[config.mk]
export PLATFORM = sky130hd
export DESIGN_NAME = seg7_scan_mux_flat
export DESIGN_NICKNAME = d
export VERILOG_FILES = /design/src/rtl/seg7_scan_mux_if.sv /design/src/rtl/seg7_scan_mux.sv /design/src/flat_wrapper.sv
export SDC_FILE = /design/constraint.sdc
export NUM_CORES = 1
export LEC_CHECK = 0
export BUFFER_PORTS_ARGS = -buffer_cell sky130_fd_sc_hd__buf_2
export CORE_ASPECT_RATIO = 0.75
export CORE_MARGIN = 2
export CORE_UTILIZATION = 55
export DETAILED_ROUTE_END_ITERATION = 10
export HOLD_SLACK_MARGIN = 0.03
export PLACE_DENSITY_LB_ADDON = 0.15
export REMOVE_ABC_BUFFERS = 1
export SLEW_MARGIN = 20
export SYNTH_ARGS = -nofsm -noshare
export SYNTH_HDL_FRONTEND = slang
export SYNTH_SLANG_ARGS = --single-unit
[constraint.sdc]
create_clock -name clk_1khz -period 5.25 [get_ports clk_1khz]
set_input_delay 0.525 -clock clk_1khz [delete_from_list [all_inputs] [get_ports clk_1khz]]
set_output_delay 0.525 -clock clk_1khz [all_outputs]
set_load 0.03 [all_outputs]
[src/rtl/seg7_scan_mux_if.sv]
// Display bus between the counter datapath (master) and the 7-segment scan driver (slave).
interface seg7_scan_mux_if #(
  parameter int DIGITS = 6,
  parameter int SEL_W  = 3
);
  logic [4*DIGITS-1:0] data_in;
  logic [DIGITS-1:0]   dp_in;
  logic [DIGITS-1:0]   blank_in;
  logic [7:0]          bright;
  logic [SEL_W-1:0]    sel;
  logic [7:0]          seg;
  logic                frame_start;

  modport master (output data_in, dp_in, blank_in, bright,
                  input  sel, seg, frame_start);
  modport slave  (input  data_in, dp_in, blank_in, bright,
                  output sel, seg, frame_start);
endinterface

[src/rtl/seg7_scan_mux.sv]
// Time-multiplexed 7-segment driver: frame snapshot, per-slot PWM, slot-0 dead time.
// Optional SEG7_LZ_SUPPRESS_EN: blank leading zero digits (dp still shown, last digit always shown).
module seg7_scan_mux #(
  parameter int DIGITS         = 6,
  parameter int SEL_W          = 3,
  parameter int SLOT_CYC       = 8,
  parameter bit SEG_ACTIVE_LOW = 1
) (
  input  logic           clk_1khz,
  input  logic           rst_n,
  seg7_scan_mux_if.slave bus
);
  localparam int         SW  = (SLOT_CYC > 2) ? $clog2(SLOT_CYC) : 1;
  localparam logic [7:0] OFF = SEG_ACTIVE_LOW ? 8'hFF : 8'h00;

  generate
    if ((1 << SEL_W) < DIGITS) begin : g_sel_chk
      $error("seg7_scan_mux: SEL_W too small for DIGITS");
    end
    if (SLOT_CYC < 2 || SLOT_CYC > 256 || DIGITS < 2 || DIGITS > 8) begin : g_rng_chk
      $error("seg7_scan_mux: SLOT_CYC or DIGITS out of range");
    end
  endgenerate

  logic [SW-1:0]          slot, slot_nxt;
  logic [SEL_W-1:0]       dig, dig_nxt;
  logic                   snap, slot_wrap;
  logic [DIGITS-1:0][3:0] shd_nib, in_nib, cur_nib;
  logic [DIGITS-1:0]      shd_dp, shd_blank, shd_lz;
  logic [DIGITS-1:0]      in_dp, in_blank, in_lz;
  logic [DIGITS-1:0]      cur_dp, cur_blank, cur_lz;
  logic [7:0]             seg_al;

  function automatic logic [6:0] dec7(input logic [3:0] n);
    case (n)
      4'h0: dec7 = 7'h40; 4'h1: dec7 = 7'h79; 4'h2: dec7 = 7'h24; 4'h3: dec7 = 7'h30;
      4'h4: dec7 = 7'h19; 4'h5: dec7 = 7'h12; 4'h6: dec7 = 7'h02; 4'h7: dec7 = 7'h78;
      4'h8: dec7 = 7'h00; 4'h9: dec7 = 7'h10; 4'hA: dec7 = 7'h08; 4'hB: dec7 = 7'h03;
      4'hC: dec7 = 7'h46; 4'hD: dec7 = 7'h21; 4'hE: dec7 = 7'h06; default: dec7 = 7'h0E;
    endcase
  endfunction

  // Re-index the buses by digit: digit 0 sits in the MS nibble/bit, like data_in.
  always_comb begin
    in_nib   = '0;
    in_dp    = '0;
    in_blank = '0;
    for (int i = 0; i < DIGITS; i++) begin
      in_nib[i]   = bus.data_in[4*(DIGITS-1-i) +: 4];
      in_dp[i]    = bus.dp_in[DIGITS-1-i];
      in_blank[i] = bus.blank_in[DIGITS-1-i];
    end
  end

`ifdef SEG7_LZ_SUPPRESS_EN
  always_comb begin
    logic run;
    run   = 1'b1;
    in_lz = '0;
    for (int i = 0; i < DIGITS-1; i++) begin
      run      = run && (in_nib[i] == 4'h0);
      in_lz[i] = run;
    end
  end
`else
  assign in_lz = '0;
`endif

  // Outputs are registered for the next (dig,slot); on the snapshot edge the fresh inputs are used.
  always_comb begin
    snap      = (dig == '0) && (slot == '0);
    slot_wrap = (slot == SW'(SLOT_CYC-1));
    slot_nxt  = slot_wrap ? '0 : slot + 1'b1;
    dig_nxt   = dig;
    if (slot_wrap) dig_nxt = (dig == SEL_W'(DIGITS-1)) ? '0 : dig + 1'b1;
    cur_nib   = snap ? in_nib   : shd_nib;
    cur_dp    = snap ? in_dp    : shd_dp;
    cur_blank = snap ? in_blank : shd_blank;
    cur_lz    = snap ? in_lz    : shd_lz;
    seg_al    = 8'hFF;
    if (slot_nxt != '0 && !cur_blank[dig_nxt] && 9'(slot_nxt) <= {1'b0, bus.bright}) begin
      seg_al[6:0] = cur_lz[dig_nxt] ? 7'h7F : dec7(cur_nib[dig_nxt]);
      seg_al[7]   = ~cur_dp[dig_nxt];
    end
  end

  always_ff @(posedge clk_1khz or negedge rst_n) begin
    if (!rst_n) begin
      slot            <= '0;
      dig             <= '0;
      bus.sel         <= '0;
      bus.seg         <= OFF;
      bus.frame_start <= 1'b0;
      shd_nib         <= '0;
      shd_dp          <= '0;
      shd_blank       <= '0;
      shd_lz          <= '0;
    end else begin
      slot            <= slot_nxt;
      dig             <= dig_nxt;
      bus.sel         <= dig_nxt;
      bus.seg         <= SEG_ACTIVE_LOW ? seg_al : ~seg_al;
      bus.frame_start <= (dig_nxt == '0) && (slot_nxt == '0);
      if (snap) begin
        shd_nib   <= in_nib;
        shd_dp    <= in_dp;
        shd_blank <= in_blank;
        shd_lz    <= in_lz;
      end
    end
  end
endmodule

[src/flat_wrapper.sv]
// flat-port wrapper written by rule: the top's interface ports become plain ports
module seg7_scan_mux_flat 
#(
  parameter int DIGITS         = 6,
  parameter int SEL_W          = 3,
  parameter int SLOT_CYC       = 8,
  parameter bit SEG_ACTIVE_LOW = 1
)
  (clk_1khz, rst_n, bus_data_in, bus_dp_in, bus_blank_in, bus_bright, bus_sel, bus_seg, bus_frame_start);
  seg7_scan_mux_if #(.DIGITS(DIGITS), .SEL_W(SEL_W)) bus_i ();
  input  logic clk_1khz;
  input  logic rst_n;
  input wire logic [$bits(bus_i.data_in)-1:0] bus_data_in;
  input wire logic [$bits(bus_i.dp_in)-1:0] bus_dp_in;
  input wire logic [$bits(bus_i.blank_in)-1:0] bus_blank_in;
  input wire logic [$bits(bus_i.bright)-1:0] bus_bright;
  output wire logic [$bits(bus_i.sel)-1:0] bus_sel;
  output wire logic [$bits(bus_i.seg)-1:0] bus_seg;
  output wire logic [$bits(bus_i.frame_start)-1:0] bus_frame_start;
  assign bus_i.data_in = bus_data_in;
  assign bus_i.dp_in = bus_dp_in;
  assign bus_i.blank_in = bus_blank_in;
  assign bus_i.bright = bus_bright;
  assign bus_sel = bus_i.sel;
  assign bus_seg = bus_i.seg;
  assign bus_frame_start = bus_i.frame_start;
  seg7_scan_mux #(.DIGITS(DIGITS), .SEL_W(SEL_W), .SLOT_CYC(SLOT_CYC), .SEG_ACTIVE_LOW(SEG_ACTIVE_LOW)) u_core (.clk_1khz(clk_1khz), .rst_n(rst_n), .bus(bus_i));
endmodule
==> flow_summary.yaml, run 1 <==
status:
  status: "complete, no violations"
pwr:
  power_density_nw_per_um2: 256
  p_leak_uw: 0.00165
  p_int_uw: 699
  comb_power_share: 0.103
  p_sw_uw: 220
  p_clk_frac: 0.387
  swShare: 0.239
  seq_power_share: 0.510
  total_power_uw: 918
  vdd_drop_max_uv: 134
placed_design:
  dp_hpwl_mm: 4.62
  pre_cts_slack_ns: 1.49
  dp.cells: 390
  io_buffers: 57
  globalplace.congestion: 0.850
sta:
  setup_viol: 0
  finalClockSkew_ns: 0.0104
  period_share: 0.724
  worst_pin_slew_ns: 0.744
  rsz0062_at_grt: "no"
  finalWorstSetupSlack_ns: 1.45
  hold_viol: 0
  slew_headroom: 0.490
  min_period_ns: 3.80
  tns_ns: 0
  slew_violations: 0
  fmax_mhz: 263
worst_setup_path:
  required_ns: 5.50
  critical_path_class: "reg2reg"
  cp_max_fo: 9
  worstSetupStartpointType: "flop"
  rr_startpoint: "u_core.slot[0]"
  ff2ff_setup_slack_ns: 1.45
  timing.rr.end: "u_core.bus.seg[0]"
  arrival_ns: 4.05
  reg2regPathDepth: 14
  cp-end-kind: "flop"
drt:
  routedWlPerCell_um: 15.8
  vias: 2243
  ant_nets: 0
  drtIter0Drc: 137
  viasPerCell: 5.52
  drc: 0
  first_pass_iters: 4
  routed_wl_mm: 6.43
final_layout:
  area_delta_synth_final_pct: 15.2
  post-route-util: 0.663
  fillers: 458
  multi_input_area_um2: 1500
  register_area_um2: 1440
  n_antenna_cell: 0
  final_cells: 406
  drive_above_1_share: 0.399
  final_nets: 384
clocking:
  clk_pin_slew_ns: 0.06
  clock_path_buffers: 2
  postCtsSetupBuffers: 0
  numClockSinks: 57
  cts-hold-fix-buffers: 0
  cts_tree: "built"
  clk_latency_ns: 0.34
  cts_buffers: 9
  post_cts_resized: 0
  htree_levels: 3
  root_buffer: "clkbuf_8"
yosys:
  ys_ff_latch: 57
  syn-instance-count: 267
  ys_warn_count: 0
  synth_top_area_frac: 0.394
  synth_area_leader_cell: "dfrtp_1"
  yosysSeqAreaShare: 0.461
  ys_async_sr_fraction: 1.00
  synth.distinct_cells: 57
  synth_ff_type: "dfrtp_1"
  synth_enable_flop_cells: 0
  synthTopCellsByArea: "dfrtp_1 39%, mux2_2 12%, dfstp_2 6.8%"
  syn_area_per_cell_um2: 11.7
  syn_area_um2: 3110
floorplan:
  die_width_um: 90.9
  rows: 23
  die_y_um: 69.2
  initial_utilization: 0.575
  core-area_um2: 5410
  ioPinCount: 58
  die-area_um2: 6280
global_routing:
  grt_pass1_vias: 2194
  grt_start_max_net_pins: 58
  track_usage: 0.221
  gr-total-overflow: 0
  grt_pass1_wl_mm: 10.8
  grt_antenna_before_repair: 0
worst_hold_path:
  hp-class: "in2async"
flow_run:
  drv.max_cap_violation_count: 0
## cell usage after synthesis (all sizes together) (4+ instances only)
cell / n
o21ai: 12
nand3: 9
mux2: 33
o211ai: 9
nand2: 17
dfrtp: 49
inv: 18
a21oi: 11
dfstp: 8
ha: 12
nor2: 13
nor2b: 9
mux2i: 8
a221oi: 4
buf: 10
## layout make-up
| type | instances | area share |
|---|---|---|
| Multi-Input combinational cell | 179 | 0.418 |
| Clock inverter | 3 | 0.00419 |
| Timing Repair Buffer | 61 | 0.0879 |
| Sequential cell | 57 | 0.400 |
| Tap cell | 75 | 0.0262 |
| Clock buffer | 13 | 0.0443 |
| Inverter | 18 | 0.0188 |
## power groups by stage
stage	logic [µW]	registers, µW	clock network (µW)
after floorplan	45.0	485	0
after global placement	93.1	476	0
after detailed placement	94.8	476	0
after CTS	95.3	469	367
after global routing	105	471	386
final	94.4	469	355
## stage by stage
stage | area [µm²] | hold slack, ns
floorplan | 3000 | 0.229
global placement | 3410 | 0.467
detailed placement | 3410 | 0.474
CTS | 3590 | 0.332
global route | 3590 | 0.399
finish | 3590 | 0.320
## sequential cells by signal, indices dropped and copies added (netlist names)
register / flops
u_core.shd_lz: 6
u_core.slot: 3
u_core.bus.sel: 3
u_core.bus.seg: 8
u_core.shd_blank: 6
u_core.bus.frame_start: 1
u_core.shd_nib: 24
u_core.shd_dp: 6
## cells by family after synthesis
| logic type | after synthesis | synth area share |
|---|---|---|
| adders and majority gates | 12 | 0.0482 |
| muxes | 44 | 0.168 |
| DFF | 57 | 0.461 |
| AOI/OAI and AO/OA | 60 | 0.152 |
| xor gates and xnor gates | 1 | 0.00281 |
| and+or+nand+nor | 62 | 0.111 |
| buffers and inverters | 31 | 0.0567 |
## how the worst max path moves through the flow
stage / startpoint / endpoint / slack (ns) / cells past startpoint
finish: u_core.slot[0] / u_core.bus.seg[0] / 1.45 / 14
global route: u_core.slot[0] / u_core.bus.seg[0] / 1.14 / 14
CTS: u_core.slot[0] / u_core.bus.seg[0] / 1.47 / 14
detailed placement: u_core.slot[0] / u_core.bus.seg[0] / 1.49 / 14
global placement: u_core.slot[0] / u_core.bus.seg[0] / 1.62 / 14
floorplan: u_core.bus.sel[1] / u_core.bus.seg[0] / 1.86 / 11
## critical path, stage by stage (launching register included)
cell and delay [ns]:
dfrtp_1 0.39, ha_1 0.20, ha_1 0.29, xnor2_1 0.64
buf_4 0.29, nand2_1 0.07, a21oi_1 0.13, a221oi_1 0.06
o21ai_0 0.60, inv_1 0.19, ha_1 0.27, inv_1 0.14
nor2_1 0.08, o21ai_0 0.20, o2111ai_2 0.14
## layout by cell type (no fill, tap or decap), types with 3 or more instances in the layout
cell | synthesis | layout
dfrtp_1 | 49 | 49
buf_4 | 2 | 4
a21oi_1 | 11 | 11
clkbuf_8 | 0 | 11
o21ai_0 | 8 | 8
o221ai_1 | 3 | 3
clkinv_2 | 0 | 3
nor2_1 | 12 | 12
mux2i_1 | 8 | 8
dfstp_2 | 8 | 8
nor2b_1 | 9 | 9
ha_1 | 12 | 12
inv_1 | 18 | 18
nand2_1 | 16 | 16
mux2_2 | 32 | 32
a221oi_1 | 4 | 4
buf_2 | 4 | 57
o211ai_1 | 8 | 8
nand3_1 | 9 | 9
## routing by layer
layer,routed length (µm),track usage
met1,3080,0.317
met2,2920,0.323
met3,331,0.0831
met4,93,0.0505
met5,0,0
No activity file was read; power rests on OpenSTA's default activity.
==> run 2: changes to the inputs <==
- ABC_AREA: default -> 1
- clock period: 5.25 -> 3.8 ns (I/O delays scaled with it)
==> flow_summary.yaml, run 2 <==
sta:
  worst_pin_slew_ns: 0.697
  rsz0062_at_grt: "no"
  tns_ns: 0
  finalClockSkew_ns: 0.00776
  setup_viol: 0
  period_share: 0.741
  slew_violations: 0
  hold_viol: 0
  fmax_mhz: 355
  min_period_ns: 2.82
  slew_headroom: 0.535
  holdWs_ns: 0.0856
yosys:
  syn_area_per_cell_um2: 7.84
  ys_async_sr_fraction: 1.00
  synth.distinct_cells: 34
  ys_ff_latch: 57
  syn_area_um2: 3170
  synth_area_leader_cell: "dfrtp_1"
  syn-instance-count: 405
  yosysMostFrequentCell: "nand2_1"
  ys_warn_count: 0
  synth_common_cells: "130 x nand2_1, 51 x inv_1, 49 x dfrtp_1"
  synth_enable_flop_cells: 0
  synth_ff_type: "dfrtp_1"
  yosysSeqAreaShare: 0.453
  synthTopCellsByArea: "dfrtp_1 39%, nand2_1 15%, dfstp_2 6.6%"
  synth_top_area_frac: 0.386
drt:
  ant_nets: 0
  drc: 0
  first_pass_iters: 4
  wl_met2_mm: 3.23
  drt-met1-wl_mm: 3.34
  drtIter0Drc: 175
  highest_layer: "met4"
  vias: 2799
  routed_wl_mm: 7.10
  routedWlPerCell_um: 13.0
  viasPerCell: 5.14
  dr_wl_met3_um: 471
pwr:
  p_leak_uw: 0.00208
  vdd_drop_max_uv: 203
  power_density_nw_per_um2: 371
clocking:
  cts_tree: "built"
  cts-hold-fix-buffers: 0
  clk_latency_ns: 0.34
  cts_buffers: 9
  clock_path_buffers: 2
  htree_levels: 3
  clk_pin_slew_ns: 0.06
  numClockSinks: 57
  root_buffer: "clkbuf_8"
  postCtsSetupBuffers: 0
  post_cts_resized: 0
worst_setup_path:
  worstSetupStartpointType: "flop"
  critical_path_class: "reg2reg"
  reg2regPathDepth: 15
  cp-end-kind: "flop"
  required_ns: 4.05
  cp_max_fo: 16
  arrival_ns: 3.07
floorplan:
  initial_utilization: 0.581
  ioPinCount: 58
  die_y_um: 69.8
  die-area_um2: 6400
  rows: 23
  core-area_um2: 5470
  die_width_um: 91.7
final_layout:
  top_register: "u_core.shd_nib"
  n_antenna_cell: 0
  final_nets: 523
  final_cell_mix: "130 x nand2_1, 57 x buf_2, 51 x inv_1"
  largest_reg_flops: 24
  final_common_cell: "nand2_1"
  area_delta_synth_final_pct: 17.5
  fillers: 493
  reg.largest.list: "u_core.shd_nib (24), u_core.bus.seg (8)"
  stdcell_area_um2: 3730
  multi_input_area_um2: 1430
  register_area_um2: 1440
  drive_above_1_share: 0.240
placed_design:
  dp_hpwl_mm: 5.05
  globalplace.congestion: 0.971
  io_buffers: 57
  dpl_cell_area_um2: 3510
global_routing:
  grt_pass1_wl_mm: 12.6
  track_usage: 0.248
  grt_antenna_before_repair: 0
  grt_pass1_vias: 2744
  grt_start_max_net_pins: 31
  gr-total-overflow: 0
flow_run:
  drv.max_cap_violation_count: 0
status:
  status: "complete, no violations"
worst_hold_path:
  hp-class: "in2async"
## run 2: cell types whose count changed after synthesis, moves of 6 or more
cell	previous run	this run
a21oi_1	11	5
and2_1	0	6
inv_1	18	51
inv_2	0	8
mux2_2	32	0
mux2i_1	8	0
nand2_1	16	130
nand2_2	0	7
nand3_1	9	41
nand4_1	0	24
nor2_1	12	19
nor2b_1	9	0
o211ai_1	8	2
## run 2: layer usage
metal  global-route usage  up-vias
met4               0.0697        0
met5                    0        -
met1                0.339     1291
li1                     -     1405
met3               0.0772        9
met2                0.384       94
## run 2: logic make-up (layout without fill, tap and decap cells)
logic type,count (synthesis),in the layout,share of synthesized area
and+or+nand+nor,238,238,0.346
AOI/OAI and AO/OA,24,24,0.0556
buffers and inverters,74,139,0.0981
adders and majority gates,12,12,0.0473
DFF,57,57,0.453
## run 2: path summary, 6_finish.rpt
kind | from | end | slack [ns]
max in group asynchronous | rst_n | u_core.bus.seg[4] | 2.84
worst min-delay path | rst_n | u_core.slot[1] | 0.09
worst min register to register | u_core.shd_nib[13] | u_core.shd_nib[13] | 0.47
worst max register to register | u_core.slot[0] | u_core.bus.seg[0] | 0.98
min in group clk_1khz | bus_data_in[3] | u_core.shd_nib[23] | 0.27
worst max-delay path | u_core.slot[0] | u_core.bus.seg[0] | 0.98
## run 2: critical path, cell delays in order (launching register included)
cell and delay [ns]:
dfrtp_1 0.39, ha_1 0.20, ha_1 0.23, nor2_1 0.26, nor2_4 0.16, inv_2 0.26
nand3_1 0.12, nand3_1 0.10, nand2_1 0.06, a21oi_2 0.27, inv_1 0.14, ha_1 0.25
nand3_1 0.09, nand2_1 0.07, nand2_1 0.06, nand3_1 0.07
## run 2: cell type report
| type | count | area share |
|---|---|---|
| Clock inverter | 2 | 0.00939 |
| Sequential cell | 57 | 0.385 |
| Multi-Input combinational cell | 274 | 0.382 |
| Clock buffer | 14 | 0.0490 |
| Tap cell | 75 | 0.0252 |
| Timing Repair Buffer | 63 | 0.0886 |
| Inverter | 60 | 0.0604 |
## run 2: metrics by stage
stage | setup slack [ns] | utilization | instances | total power (µW)
after detailed placement | 1.03 | 0.642 | 529 | 788
after global routing | 0.669 | 0.682 | 545 | 1450
after CTS | 0.987 | 0.682 | 545 | 1400
after floorplan | 0.918 | - | 391 | 731
after global placement | 1.11 | 0.642 | 529 | 784
final | 0.984 | 0.682 | 545 | 1380
## run 2: where the power goes
| part | leakage (µW) | internal, µW | total (µW) | switching, µW |
|---|---|---|---|---|
| Sequential | 0.000681 | 637 | 644 | 6.54 |
| Clock | 0.000113 | 374 | 607 | 233 |
| Combinational | 0.00129 | 49.8 | 134 | 83.8 |
==> run 3: changes to the inputs <==
- ABC_AREA: 1 -> 0
- clock period: 3.8 -> 2.8 ns (I/O delays scaled with it)
==> flow_summary.yaml, run 3 (same netlist as run 1, synthesis figures left out) <==
status:
  status: "finished with violations"
  violations: "setup timing"
global_routing:
  grt_pass1_vias: 2768
  grt_start_max_net_pins: 50
  grt_antenna_before_repair: 0
  track_usage: 0.285
  grt_pass1_wl_mm: 13.8
  gr-total-overflow: 0
floorplan:
  die-area_um2: 6280
  core-area_um2: 5410
  rows: 23
  initial_utilization: 0.575
  die_width_um: 90.9
  ioPinCount: 58
  die_y_um: 69.2
clocking:
  htree_levels: 3
  root_buffer: "clkbuf_8"
  clock_path_buffers: 2
  clk_latency_ns: 0.35
  cts_tree: "built"
  clk_pin_slew_ns: 0.06
  numClockSinks: 57
  cts_buffers: 9
worst_setup_path:
  cp-end-kind: "flop"
  timing.rr.end: "u_core.bus.seg[4]"
  max_stage_delay_ns: 0.52
  required_ns: 3.07
  crit_buf_inv: 5
  rr_startpoint: "u_core.slot[1]"
  reg2regPathDepth: 13
  crit_top_cell: "buf_4"
  cpMaxStageDelayCell: "or4b_4"
  cp_max_fo: 6
  arrival_ns: 3.19
  path_delay_family: "simple AND/OR/NAND/NOR gates"
  ff2ff_setup_slack_ns: -0.12
  cp_cell_sequence: "inv_1, ha_2, or4b_4, nor2_8, buf_4, buf_12, buf_4, mux2_2, o211ai_1, buf_4, o21ai_4, a211oi_1, o21ai_1"
  worstSetupStartpointType: "flop"
  critical_path_class: "reg2reg"
placed_design:
  pre_cts_slack_ns: -0.303
  io_buffers: 57
  globalplace.congestion: 0.811
  dp.cells: 433
  dp_hpwl_mm: 5.33
sta:
  slew_violations: 0
  setup_viol: 8
  rsz0062_at_grt: "yes"
  finalClockSkew_ns: 0.00412
  finalWorstSetupSlack_ns: -0.121
  tns_ns: -0.650
  hold_viol: 0
  period_share: 1.04
  worst_pin_slew_ns: 0.638
  slew_headroom: 0.575
  fmax_mhz: 342
  min_period_ns: 2.92
pwr:
  p_leak_uw: 0.00203
  power_density_nw_per_um2: 424
  vdd_drop_max_uv: 305
drt:
  viasPerCell: 5.50
  vias: 2612
  ant_nets: 0
  routed_wl_mm: 8.44
  drtIter0Drc: 162
  first_pass_iters: 5
  routedWlPerCell_um: 17.8
  drc: 0
worst_hold_path:
  holdPathEnd: "u_core.shd_nib[22]"
  hp-class: "in2reg"
  holdPathStages: 3
  hp-start: "bus_data_in[2]"
final_layout:
  final_cell_mix: "68 x buf_4, 56 x buf_2, 49 x dfrtp_1"
  area_delta_synth_final_pct: 40.4
  n_antenna_cell: 0
  final_common_cell: "buf_4"
  final_cells: 475
  drive_above_1_share: 0.570
  final_nets: 455
  largest_reg_flops: 24
  reg.largest.list: "u_core.shd_nib (24), u_core.bus.seg (8)"
  top_register: "u_core.shd_nib"
flow_run:
  drv.max_cap_violation_count: 0
## run 3: cell count changes in the layout (fill, tap and decap cells not counted), moves of 9 or more
cell / before / now
nand2_1: 130 / 16
mux2_2: 0 / 28
nor2b_1: 0 / 9
buf_4: 6 / 68
nand4_1: 24 / 0
inv_1: 51 / 15
nand3_1: 41 / 8
nor2_1: 19 / 10
## run 3: final cells by class
cell class / instances / area, µm²
Tap cell: 75 / 93.8
Multi-Input combinational cell: 180 / 1700
Inverter: 18 / 72.6
Clock buffer: 10 / 138
Clock inverter: 4 / 45.0
Timing Repair Buffer: 131 / 886
Sequential cell: 57 / 1440
Fill cell: 341 / 1040
## run 3: how the worst max path moves through the flow
stage | startpoint | endpoint | cells past startpoint
floorplan | u_core.bus.sel[1] | u_core.bus.seg[0] | 11
global placement | u_core.slot[0] | u_core.bus.seg[3] | 11
detailed placement | u_core.slot[0] | u_core.bus.seg[3] | 11
CTS | u_core.slot[1] | u_core.bus.seg[3] | 11
global route | u_core.slot[0] | u_core.bus.seg[3] | 13
finish | u_core.slot[1] | u_core.bus.seg[4] | 13
## run 3: through the flow
stage	utilization	power (µW)	cell area, µm²	hold slack, ns
2_1_floorplan	-	994	3000	-0.0156
3_3_place_gp	0.691	1080	3740	0.463
3_5_place_dp	0.691	1090	3740	0.475
4_1_cts	0.780	1850	4220	0.142
5_1_grt	0.808	1930	4370	0.155
6_report	0.808	1850	4370	0.152
## run 3: worst reg2reg max path, delay by kind of cell (launching register included)
kind            cells  cell delay (ns)
simple gates        2             0.69
compound gates      4             0.65
buf+inv             5             0.61
flops               1             0.39
fa+ha+maj           1             0.16
mux                 1             0.35
## run 3: repair_timing
item	4_1_cts	5_1_grt
hold buffers	0	1
pin swaps	14	9
hold endpoints to repair	0	39
gates resized for setup	35	17
buffers inserted	20	6
endpoints found under the setup margin	8	8
gates cloned	1	0
## run 3: power by group
part | leakage, µW | internal [µW] | total (µW) | switching (µW)
Sequential | 0.000681 | 865 | 880 | 14.4
Clock | 0.0000978 | 420 | 739 | 320
Combinational | 0.00125 | 113 | 231 | 118
## run 3: metal layers
| layer | vias to the layer above | routed length (µm) | GRT usage |
|---|---|---|---|
| met4 | 0 | 192 | 0.126 |
| met2 | 105 | 4040 | 0.449 |
| met3 | 21 | 603 | 0.0820 |
| met5 | - | 0 | 0 |
| met1 | 1251 | 3600 | 0.368 |
| li1 | 1235 | - | - |
